$ cat config.mk
export PLATFORM = sky130hd
export DESIGN_NAME = etapa_desplazamiento_vectorial_flat
export DESIGN_NICKNAME = d
export VERILOG_FILES = /design/src/rtl/etapa_desplazamiento_vectorial_if.sv /design/src/rtl/etapa_desplazamiento_vectorial.sv /design/src/flat_wrapper.sv
export SDC_FILE = /design/constraint.sdc
export NUM_CORES = 1
export LEC_CHECK = 0
export ABC_CLOCK_PERIOD_IN_PS = 30300
export BUFFER_PORTS_ARGS = -buffer_cell sky130_fd_sc_hd__buf_2
export CORE_ASPECT_RATIO = 2
export CORE_MARGIN = 5
export CORE_UTILIZATION = 25
export CTS_CLUSTER_SIZE = 20
export DETAILED_ROUTE_END_ITERATION = 10
export SETUP_SLACK_MARGIN = 0.3
export SLEW_MARGIN = 10
export SYNTH_ARGS = -nofsm -noshare
export SYNTH_HDL_FRONTEND = slang
export SYNTH_SLANG_ARGS = --single-unit
$ cat constraint.sdc
create_clock -name clk -period 30.3 [get_ports clk]
set_input_delay 6.06 -clock clk [delete_from_list [all_inputs] [get_ports clk]]
set_output_delay 6.06 -clock clk [all_outputs]
set_load 0.02 [all_outputs]
$ cat src/rtl/etapa_desplazamiento_vectorial_if.sv
// Operand and result handshake bundle for the vector rotate stage.
// The stage is the slave; the producer/consumer side is the master.
interface etapa_desplazamiento_vectorial_if #(
  parameter int LANES = 16
);
  logic               in_valid;
  logic               in_ready;
  logic [8*LANES-1:0] in_vector;
  logic               in_select;
  logic [2:0]         in_amount;
  logic               out_valid;
  logic               out_ready;
  logic [8*LANES-1:0] out_vector;

  modport master (
    output in_valid, in_vector, in_select, in_amount, out_ready,
    input  in_ready, out_valid, out_vector
  );

  modport slave (
    input  in_valid, in_vector, in_select, in_amount, out_ready,
    output in_ready, out_valid, out_vector
  );
endinterface

$ cat src/rtl/etapa_desplazamiento_vectorial.sv
// Walks a captured vector through the external 8-bit rotate unit one lane per
// cycle, collects the lanes and offers the rotated vector on a valid/ready port.
module etapa_desplazamiento_vectorial #(
  parameter int LANES = 16
) (
  input  logic                            clk,
  input  logic                            rst,
  etapa_desplazamiento_vectorial_if.slave bus,
  output logic                            rot_select,
  output logic [7:0]                      rot_ent1,
  output logic [2:0]                      rot_ent2,
  input  logic [7:0]                      rot_result,
  output logic                            busy
);

  localparam int IDX_W = (LANES > 1) ? $clog2(LANES) : 1;
  localparam int VEC_W = 8 * LANES;
  localparam logic [IDX_W-1:0] LAST_IDX = IDX_W'(LANES - 1);

  typedef enum logic [1:0] {
    IDLE = 2'd0,
    RUN  = 2'd1,
    DONE = 2'd2
  } state_t;

  state_t             state_r, state_s;
  logic [IDX_W-1:0]   idx_r, idx_s;
  logic [VEC_W-1:0]   operand_r;
  logic [VEC_W-1:0]   result_r;
  logic               sel_r;
  logic [2:0]         amt_r;
  logic               capture_s;
  logic [IDX_W+2:0]   next_base_s;
  logic [IDX_W+2:0]   cur_base_s;
  logic               in_ready_r, in_ready_s;
  logic               out_valid_r, out_valid_s;
  logic               busy_r, busy_s;
  logic               rot_select_r, rot_select_s;
  logic [7:0]         rot_ent1_r, rot_ent1_s;
  logic [2:0]         rot_ent2_r, rot_ent2_s;

  assign cur_base_s  = {idx_r, 3'b000};
  assign next_base_s = {idx_r + IDX_W'(1), 3'b000};

  // Next state plus next value of every registered output; the rotate-unit
  // drive is prefetched one cycle ahead so the lane is ready on entering it.
  always_comb begin
    state_s      = state_r;
    idx_s        = idx_r;
    capture_s    = 1'b0;
    rot_select_s = 1'b0;
    rot_ent1_s   = 8'h00;
    rot_ent2_s   = 3'd0;
    case (state_r)
      IDLE: begin
        if (bus.in_valid) begin
          state_s      = RUN;
          idx_s        = {IDX_W{1'b0}};
          capture_s    = 1'b1;
          rot_select_s = bus.in_select;
          rot_ent1_s   = bus.in_vector[7:0];
          rot_ent2_s   = bus.in_amount;
        end else begin
          state_s = IDLE;
        end
      end
      RUN: begin
        if (idx_r == LAST_IDX) begin
          state_s = DONE;
        end else begin
          idx_s        = idx_r + IDX_W'(1);
          rot_select_s = sel_r;
          rot_ent1_s   = operand_r[next_base_s +: 8];
          rot_ent2_s   = amt_r;
        end
      end
      DONE: begin
        if (bus.out_ready) begin
          state_s = IDLE;
        end else begin
          state_s = DONE;
        end
      end
      default: begin
        state_s = IDLE;
        idx_s   = {IDX_W{1'b0}};
      end
    endcase
    in_ready_s  = (state_s == IDLE);
    out_valid_s = (state_s == DONE);
    busy_s      = (state_s != IDLE);
  end

  // State, lane index and registered control outputs.
  always_ff @(posedge clk or posedge rst) begin
    if (rst) begin
      state_r      <= IDLE;
      idx_r        <= {IDX_W{1'b0}};
      in_ready_r   <= 1'b1;
      out_valid_r  <= 1'b0;
      busy_r       <= 1'b0;
      rot_select_r <= 1'b0;
      rot_ent1_r   <= 8'h00;
      rot_ent2_r   <= 3'd0;
    end else begin
      state_r      <= state_s;
      idx_r        <= idx_s;
      in_ready_r   <= in_ready_s;
      out_valid_r  <= out_valid_s;
      busy_r       <= busy_s;
      rot_select_r <= rot_select_s;
      rot_ent1_r   <= rot_ent1_s;
      rot_ent2_r   <= rot_ent2_s;
    end
  end

  // Operand and command capture on the accepting edge only.
  always_ff @(posedge clk or posedge rst) begin
    if (rst) begin
      operand_r <= {VEC_W{1'b0}};
      sel_r     <= 1'b0;
      amt_r     <= 3'd0;
    end else if (capture_s) begin
      operand_r <= bus.in_vector;
      sel_r     <= bus.in_select;
      amt_r     <= bus.in_amount;
    end
  end

  // Result lanes; unwritten lanes keep the previous operation's value.
  always_ff @(posedge clk or posedge rst) begin
    if (rst) begin
      result_r <= {VEC_W{1'b0}};
    end else if (state_r == RUN) begin
      result_r[cur_base_s +: 8] <= rot_result;
    end
  end

  assign bus.in_ready   = in_ready_r;
  assign bus.out_valid  = out_valid_r;
  assign bus.out_vector = result_r;
  assign busy           = busy_r;
  assign rot_select     = rot_select_r;
  assign rot_ent1       = rot_ent1_r;
  assign rot_ent2       = rot_ent2_r;

endmodule

$ cat src/flat_wrapper.sv
// flat-port wrapper written by rule: the top's interface ports become plain ports
module etapa_desplazamiento_vectorial_flat 
#(
  parameter int LANES = 16
)
  (clk, rst, rot_select, rot_ent1, rot_ent2, rot_result, busy, bus_in_valid, bus_in_vector, bus_in_select, bus_in_amount, bus_out_ready, bus_in_ready, bus_out_valid, bus_out_vector);
  etapa_desplazamiento_vectorial_if #(.LANES(LANES)) bus_i ();
  input  logic clk;
  input  logic rst;
  output logic rot_select;
  output logic [7:0] rot_ent1;
  output logic [2:0] rot_ent2;
  input  logic [7:0] rot_result;
  output logic busy;
  input wire logic [$bits(bus_i.in_valid)-1:0] bus_in_valid;
  input wire logic [$bits(bus_i.in_vector)-1:0] bus_in_vector;
  input wire logic [$bits(bus_i.in_select)-1:0] bus_in_select;
  input wire logic [$bits(bus_i.in_amount)-1:0] bus_in_amount;
  input wire logic [$bits(bus_i.out_ready)-1:0] bus_out_ready;
  output wire logic [$bits(bus_i.in_ready)-1:0] bus_in_ready;
  output wire logic [$bits(bus_i.out_valid)-1:0] bus_out_valid;
  output wire logic [$bits(bus_i.out_vector)-1:0] bus_out_vector;
  assign bus_i.in_valid = bus_in_valid;
  assign bus_i.in_vector = bus_in_vector;
  assign bus_i.in_select = bus_in_select;
  assign bus_i.in_amount = bus_in_amount;
  assign bus_i.out_ready = bus_out_ready;
  assign bus_in_ready = bus_i.in_ready;
  assign bus_out_valid = bus_i.out_valid;
  assign bus_out_vector = bus_i.out_vector;
  etapa_desplazamiento_vectorial #(.LANES(LANES)) u_core (.clk(clk), .rst(rst), .bus(bus_i), .rot_select(rot_select), .rot_ent1(rot_ent1), .rot_ent2(rot_ent2), .rot_result(rot_result), .busy(busy));
endmodule
* Word-level counts from Yosys, hierarchy flattened
Cells that the tools add are included.
Word-level totals: input port bits 144, output and inout port bits 143, bits in registers 281, logic and storage cells 47
Cells by class: bitwise gates (word level) 1, add/subtract/negate cells 2, mux-type cells 19, shift-type cells 3, equality and inequality tests 6, reductions and logical operators 4
Operator list (number):
- 128-bit bitwise mux | 1
- 8-bit by 9-bit variable shift with 128-bit output, first input constant | 1
- 128-bit by 8-bit variable part select with 8-bit output | 1
- 8-bit by 9-bit variable part select with 128-bit output | 1
- 8-bit 2-to-1 mux | 2
- 8-bit one-hot mux with 2 select lines | 1
- 4-bit one-hot mux with 3 select lines | 1
- 7-bit negator with 9-bit output | 1
- 4-bit 2-to-1 mux | 2
- 3-bit 2-to-1 mux | 2
- 2-bit one-hot mux with 3 select lines | 1
- 3-bit one-hot mux with 2 select lines | 1
- 1-bit 2-to-1 mux | 5
- 4-bit by 1-bit adder with 4-bit output, second input constant | 1
- 2-bit == test, second input constant | 2
- 4-bit == test, second input constant | 1
- 2-bit logical NOT | 2
- 2-bit 2-to-1 mux | 2
- 2-bit != test, second input constant | 2
- 3-bit AND reduction | 1
- 2-bit by 1-bit == test with 1-bit output, second input constant | 1
- 1-bit one-hot mux with 2 select lines | 1
- 2-bit nonzero test | 1
- 1-bit inverter | 1

* Logic depth before layout (Yosys ltp)
Gate-level depths: netlist (run 1).
depth in word-level cells 4, depth in mapped cells 9, gate-level depth less buffers 7

* Worst setup path before layout (run 1)
Ideal clock, no wire load.
path kind input -> register, start point in bus_in_valid, end point reg u_core.operand_r[10], stages 7, slack 23.055 ns, arrival time 7.180 ns, library setup time 0.065 ns, cells stage by stage nor2b_1 -> nor2b_1 -> buf_2 -> clkbuf_1 -> buf_1 -> nand2_1 -> nand2_1
On the way: longest elaborated chain between the ends 2
Ends and longest elaborated chain:
- from (decl) | RTL line flat_wrapper.sv:15 | input wire logic [$bits(bus_i.in_valid)-1:0] bus_in_valid;
- 1-bit 2-to-1 mux | RTL line etapa_desplazamiento_vectorial.sv:56 | if (bus.in_valid) begin
- 1-bit 2-to-1 mux | RTL line etapa_desplazamiento_vectorial.sv:54 | case (state_r)
- to (signal assigned) | RTL line etapa_desplazamiento_vectorial.sv:120 | operand_r <= {VEC_W{1'b0}};
- to (signal assigned) | RTL line etapa_desplazamiento_vectorial.sv:124 | operand_r <= bus.in_vector;
- to (decl) | RTL line etapa_desplazamiento_vectorial.sv:28 | logic [VEC_W-1:0] operand_r;
No other way between the ends. A chain may end at the register's enable or synchronous reset.

* Worst setup path in the final report (run 1)
start point in bus_in_valid, end point reg u_core.rot_ent1_r[4], in the netlist u_core.rot_ent1[4]
On the way: longest elaborated chain between the ends 2
Ends and longest elaborated chain:
- 8-bit 2-to-1 mux | RTL line etapa_desplazamiento_vectorial.sv:56
- 8-bit one-hot mux with 2 select lines | RTL line etapa_desplazamiento_vectorial.sv:54
- via u_core.rot_ent1_s[4] | RTL line etapa_desplazamiento_vectorial.sv:39 | logic [7:0] rot_ent1_r, rot_ent1_s;
- to (signal assigned) | RTL line etapa_desplazamiento_vectorial.sv:112 | rot_ent1_r <= rot_ent1_s;
- to (decl) | RTL line etapa_desplazamiento_vectorial.sv:39
The timed path passes the listed nets, and every way through them passes these cells.

==> flow_summary_export.csv, run 1 <==
group,metric,value,unit
status,status,"completed",
setup_path,rr_startpoint,"u_core.idx_r[0]",
place,postPlaceCellArea,0.0140,mm2
global_route,antenna_found_initial,4,
timing,finalHoldViolCount,0,
layout,multiInputGateArea,0.00461,mm2
setup_path,r2r_setup_slack,26400,ps
synthesis,synthArstFlopShare,100,%
pwr,pwr-share-seq,36.8,%
synthesis,synthTopCellsByCount,"nand2_1 (460), dfrtp_1 (280), mux2_2 (122)",
cts,path_clk_slew,70,ps
timing,tightest_slew,1100,ps
floorplan,dieArea,0.0524,mm2
pwr,leakagePower,7.73,nW
place,finalWeightedCongestion,0.823,
cts,cts_setup_buffers,0,
timing,slew_violations,0,
drt,wire_per_inst,19.4,um
drt,drt_iter0_drc,465,
pwr,p_int,1.04,mW
layout,area_growth,25.4,%
cts,htreeDepth,1,
global_route,grt_usage,14.7,%
timing,tns,0,ps
run,maxCapViolCount,0,
drt,routed_wl,38900,um
layout,seq_area,0.00703,mm2
pwr,switching_share,40.2,%
timing,finalCritPeriodShare,25.6,%
timing,fmax,129,MHz
synthesis,netlist-cell-type-count,47,
floorplan,num_rows,113,
pwr,p_switching,700,uW
floorplan,ioPinCount,287,
pwr,pwr-share-comb,42.6,%
timing,fin_worst_skew,24.9,ps
synthesis,synth_top_cell_by_area,"dfrtp_1",
drt,drc_errors,0,
cts,clkSinkCount,281,
cts,clk_path_buf_depth,3,
setup_path,r2r_cells,5,
setup_path,r2r-end,"u_core.bus.out_vector[87]",
cts,cts_root_buf,"clkbuf_16",
global_route,grt_max_degree,130,
floorplan,die_h,319,um
synthesis,synth_edf_count,0,
hold_path,hold_end,"u_core.operand_r[41]",
setup_path,worstPathRequired,30760,ps
synthesis,synth_top_area_share,58.8,%
setup_path,cp_max_fo,80,
place,io_buffers,286,
timing,rsz0062_at_grt,"false",
floorplan,initial_core_util,25.2,%
synthesis,syn_inst,1079,
hold_path,hold_depth,2,
layout,fill_cells,4933,
setup_path,cp-start-kind,"input port",
setup_path,crit_type,"in2reg",
global_route,grt_pass1_vias,9361,
synthesis,yosysMostFrequentCell,"nand2_1",
synthesis,ys_ff_latch,281,
drt,drtAntennaViolNets,0,
cts,cts_resized,0,
layout,design_area,0.0150,mm2
pwr,peakVddDrop,0.0000531,V
synthesis,ys_seq_area_share,59.0,%
setup_path,critical_path_arrival,8220,ps
pwr,p_per_area,116,mW/mm2
drt,vias,8825,
pwr,power.share.clock,20.7,%
drt,via_per_inst,4.40,
cts,cts_tree,"built",
synthesis,avgSynthCellArea,11.0,um2
global_route,gr-total-overflow,0,
timing,setup_viol,0,
synthesis,synth_flop_cell,"dfrtp_1",
synthesis,yosys_warnings,0,
hold_path,hold_path.class,"reg2reg",
layout,final_core_util,31.6,%
layout,drive_gt1_share,37.4,%
cts,cts_hold_buf,0,
global_route,grt_pass1_wl,58000,um
floorplan,die_width,164,um
timing,slew_headroom,26.6,%
place,place_hpwl,28700,um
synthesis,synth_area,0.0119,mm2
synthesis,synthTopCellsByArea,"dfrtp_1 (59%), nand2_1 (14%), mux2_2 (12%)",
cts,cts_made_buffers,27,
drt,drtPass1Iterations,5,
timing,period_needed,7750,ps
layout,layout.nets,1496,
hold_path,hold_path.startpoint,"u_core.operand_r[41]",
place,dp_cells,1950,
setup_path,crit_path_end_kind,"register",
synthesis,syn_nets,1227,
cts,clk_latency,560,ps
layout,instances_no_fill,2004,
floorplan,core-area,0.0474,mm2
power groups by stage:
| stage | Combinational (mW) | Clock (mW) | Sequential [mW] |
|---|---|---|---|
| detailed placement | 0.763 | 0 | 0.648 |
| finish | 0.742 | 0.360 | 0.640 |
| CTS | 0.765 | 0.374 | 0.641 |
| global placement | 0.750 | 0 | 0.641 |
| floorplan | 0.425 | 0 | 0.714 |
| global route | 0.815 | 0.385 | 0.659 |
sequential cells by signal, indices dropped and copies added (netlist names):
| name | count |
|---|---|
| u_core.rot_select | 1 |
| u_core.rot_ent1 | 8 |
| u_core.sel_r | 1 |
| u_core.operand_r | 128 |
| u_core.amt_r | 3 |
| u_core.idx_r | 4 |
| u_core.state_r | 2 |
| u_core.busy | 1 |
| u_core.bus.out_valid | 1 |
| u_core.bus.in_ready | 1 |
| u_core.rot_ent2 | 3 |
| u_core.bus.out_vector | 128 |
layout by cell type, fill, tap and decap left out, drive strengths merged:
cell	n
a21o	1
a21oi	1
a221o	1
a32o	2
a32oi	7
and2	10
and3	10
buf	299
bufinv	4
clkbuf	36
clkinv	8
dfrtp	280
dfstp	1
diode	3
ha	4
inv	6
mux2	128
mux2i	16
mux4	16
nand2	461
nand2b	4
nand3	26
nand3b	1
nand4	8
nor2	7
nor2b	5
nor3	2
nor4b	2
o211ai	7
o21ai	5
o22ai	3
or3	1
xnor2	3
xor2	4
worst max-delay path, cell delays in order:
cell and delay (ps):
buf_2 100, nor2b_1 300, nor2b_4 200, buf_4 440
buf_4 720, nand2_1 170, o211ai_1 120
cell families (layout without fill, tap and decap cells):
logic type / Yosys count / in the layout / share of synthesized area [%]
fa+ha+maj: 4 / 4 / 0.420
simple gates: 537 / 537 / 18.9
other cells: 0 / 3 / 0
xor+xnor: 7 / 7 / 0.861
buf+inv: 63 / 353 / 2.52
mux: 160 / 160 / 16.5
compound gates: 27 / 27 / 1.81
flops: 281 / 281 / 59.0
through the flow:
stage,worst slack (ps),total power [mW],hold WS [ps]
2_1_floorplan,16490,1.14,440
3_3_place_gp,22020,1.39,452
3_5_place_dp,21970,1.41,457
4_1_cts,22570,1.78,474
5_1_grt,22310,1.86,492
6_report,22550,1.74,469
final cells by class:
cell class,instances,share of cell area [%]
flip-flops and latches,281,47.0
clock buffers,36,5.01
multi-input cells,735,30.9
repair buffers,299,10.4
clock inverters,14,1.24
well taps,632,5.29
inverters,4,0.151
diodes,3,0.0502
per-layer routing:
metal,GRT usage [%],vias up,share of wire (%)
met5,0,-,0.067
met4,6.98,4,5.0
met3,2.39,76,5.2
met2,27.4,274,55
met1,15.7,4379,35
li1,-,4092,-
how the worst max path moves through the flow:
| stage | from | endpoint | slack, ps |
|---|---|---|---|
| CTS | bus_in_valid | u_core.rot_ent1[4] | 22570 |
| finish | bus_in_valid | u_core.rot_ent1[4] | 22550 |
| global placement | bus_in_valid | u_core.rot_ent1[4] | 22020 |
| floorplan | rst | u_core.amt_r[0] | 16490 |
| global route | bus_in_valid | u_core.rot_ent1[4] | 22310 |
| detailed placement | bus_in_valid | u_core.rot_ent1[4] | 21970 |
Power figures use the tool's default switching activity.
==> inputs of run 2 (changes only) <==
--- a/config.mk
+++ b/config.mk
@@ -5,7 +5,7 @@
 export SDC_FILE = /design/constraint.sdc
 export NUM_CORES = 1
 export LEC_CHECK = 0
-export ABC_CLOCK_PERIOD_IN_PS = 30300
+export ABC_CLOCK_PERIOD_IN_PS = 7300
 export BUFFER_PORTS_ARGS = -buffer_cell sky130_fd_sc_hd__buf_2
 export CORE_ASPECT_RATIO = 2
 export CORE_MARGIN = 5
==> constraint.sdc (replaced) <==
create_clock -name clk -period 7.3 [get_ports clk]
set_input_delay 1.46 -clock clk [delete_from_list [all_inputs] [get_ports clk]]
set_output_delay 1.46 -clock clk [all_outputs]
set_load 0.02 [all_outputs]
==> flow_summary_export.csv, run 2 (synthesis gave the netlist of run 1 again) <==
group,metric,value,unit
pwr,p_switching,3.02,mW
layout,multiInputGateArea,0.00461,mm2
setup_path,cp_slowest_cell,"dfrtp_1",
pwr,p_per_area,490,mW/mm2
setup_path,worstPathRequired,7740,ps
layout,layout_commonest_cell,"nand2_1",
cts,clkSinkCount,281,
timing,fin_worst_skew,12.8,ps
setup_path,path_cells,"inv_2 > ha_2 > buf_4 > nor2_1 > nor4b_4 > mux2_2",
pwr,power.share.clock,20.3,%
setup_path,cpPeakStageDelay,740,ps
timing,tightest_slew,965,ps
cts,htreeDepth,1,
drt,via_per_inst,4.43,
global_route,grt_pass1_wl,61800,um
floorplan,die_width,164,um
cts,cts_made_buffers,27,
layout,final_core_util,31.5,%
setup_path,crit_path_end_kind,"register",
layout,area_growth,25.2,%
floorplan,dieArea,0.0524,mm2
pwr,leakagePower,7.70,nW
timing,rsz0062_at_grt,"false",
pwr,pwr-share-comb,42.3,%
drt,wl_met1,14500,um
timing,finalCritPeriodShare,44.6,%
layout,drive_gt1_share,37.5,%
timing,finalHoldViolCount,0,
pwr,total_power,7.31,mW
timing,finalWorstSetupSlack,4050,ps
drt,drc_errors,0,
timing,period_needed,3250,ps
global_route,antenna_found_initial,0,
setup_path,critical_path_arrival,3700,ps
setup_path,cp-start-kind,"register",
floorplan,ioPinCount,287,
drt,routed-wl-met2,23400,um
layout,fill_cells,4842,
run,maxCapViolCount,0,
layout,layout.nets,1496,
cts,cts_hold_buf,0,
layout,design_area,0.0149,mm2
cts,clk_latency,560,ps
pwr,p_int,4.29,mW
place,place_hpwl,32700,um
floorplan,num_rows,113,
timing,fmax,307,MHz
timing,setup_viol,0,
setup_path,cp_max_fo,26,
cts,cts_setup_buffers,0,
drt,drtAntennaViolNets,0,
drt,routed_wl,42300,um
layout,final_cell_mix,"nand2_1 (460), buf_2 (286), dfrtp_1 (280)",
global_route,grt_pass1_vias,9647,
layout,seq_area,0.00703,mm2
global_route,gr-total-overflow,0,
drt,drtPass1Iterations,5,
timing,slew_headroom,35.7,%
cts,cts_root_buf,"clkbuf_16",
place,postPlaceCellArea,0.0140,mm2
status,status,"completed",
hold_path,hold_path.class,"reg2reg",
drt,met3_wirelength,1800,um
timing,slew_violations,0,
timing,tns,0,ps
place,finalWeightedCongestion,0.822,
cts,cts_tree,"built",
cts,clk_path_buf_depth,3,
layout,diodes,0,
pwr,switching_share,41.3,%
global_route,grt_usage,15.9,%
drt,drt_iter0_drc,461,
drt,wire_per_inst,21.1,um
cts,cts_resized,0,
drt,vias,8858,
floorplan,core-area,0.0474,mm2
floorplan,initial_core_util,25.2,%
drt,top_layer,"met4",
place,pre_cts_slack,3650,ps
cts,path_clk_slew,70,ps
place,io_buffers,286,
global_route,grt_max_degree,111,
floorplan,die_h,319,um
pwr,pwr-share-seq,37.5,%
setup_path,crit_type,"reg2reg",
pwr,peakVddDrop,0.000212,V
## run 2: cell count changes in the layout (fill, tap and decap cells not counted), sizes merged
cell	before	now
inv	6	8
clkinvlp	0	4
clkbuf	36	35
diode	3	0
bufinv	4	3
clkinv	8	4
## run 2: area by class of cell
class / instances / area share, %
Tap cell: 632 / 5.30
Clock buffer: 35 / 5.00
Sequential cell: 281 / 47.1
Timing Repair Buffer: 299 / 10.3
Multi-Input combinational cell: 735 / 30.9
Clock inverter: 15 / 1.18
Inverter: 4 / 0.126
## run 2: path summary, 6_finish.rpt
path	startpoint	slack [ps]	cells past startpoint	endpoint
worst max register to register	u_core.idx_r[0]	4050	6	u_core.bus.out_vector[103]
worst min-delay path	u_core.operand_r[60]	470	2	u_core.operand_r[60]
worst min register to register	u_core.operand_r[60]	470	2	u_core.operand_r[60]
max in group asynchronous	rst	4770	3	u_core.idx_r[2]
worst max-delay path	u_core.idx_r[0]	4050	6	u_core.bus.out_vector[103]
min in group asynchronous	rst	1080	2	u_core.bus.out_vector[14]
## run 2: critical path: cells and delay by family (launching register included)
family	cells	cell delay, ps
multiplexers	1	410
flip-flops	1	740
adder cells (fa/ha/maj)	1	380
buffers and inverters	2	540
AND/OR/NAND/NOR	2	1060
## run 2: through the flow
stage                     instances  hold WS (ps)
after floorplan                1079           440
after global placement         1951           453
after detailed placement       1951           459
after CTS                      2001           476
after global routing           2001           495
final                          2001           471
## run 2: power groups by stage
stage | Sequential [mW] | Combinational (mW) | Clock, mW
finish | 2.74 | 3.09 | 1.48
floorplan | 2.96 | 1.76 | 0
global placement | 2.76 | 3.16 | 0
global route | 2.81 | 3.38 | 1.59
CTS | 2.75 | 3.18 | 1.53
detailed placement | 2.77 | 3.17 | 0
## run 2: per-layer routing
| metal | global-route usage, % | vias up |
|---|---|---|
| li1 | - | 4088 |
| met1 | 16.5 | 4418 |
| met2 | 30.4 | 266 |
| met3 | 1.96 | 86 |
| met4 | 8.55 | 0 |
| met5 | 0 | - |
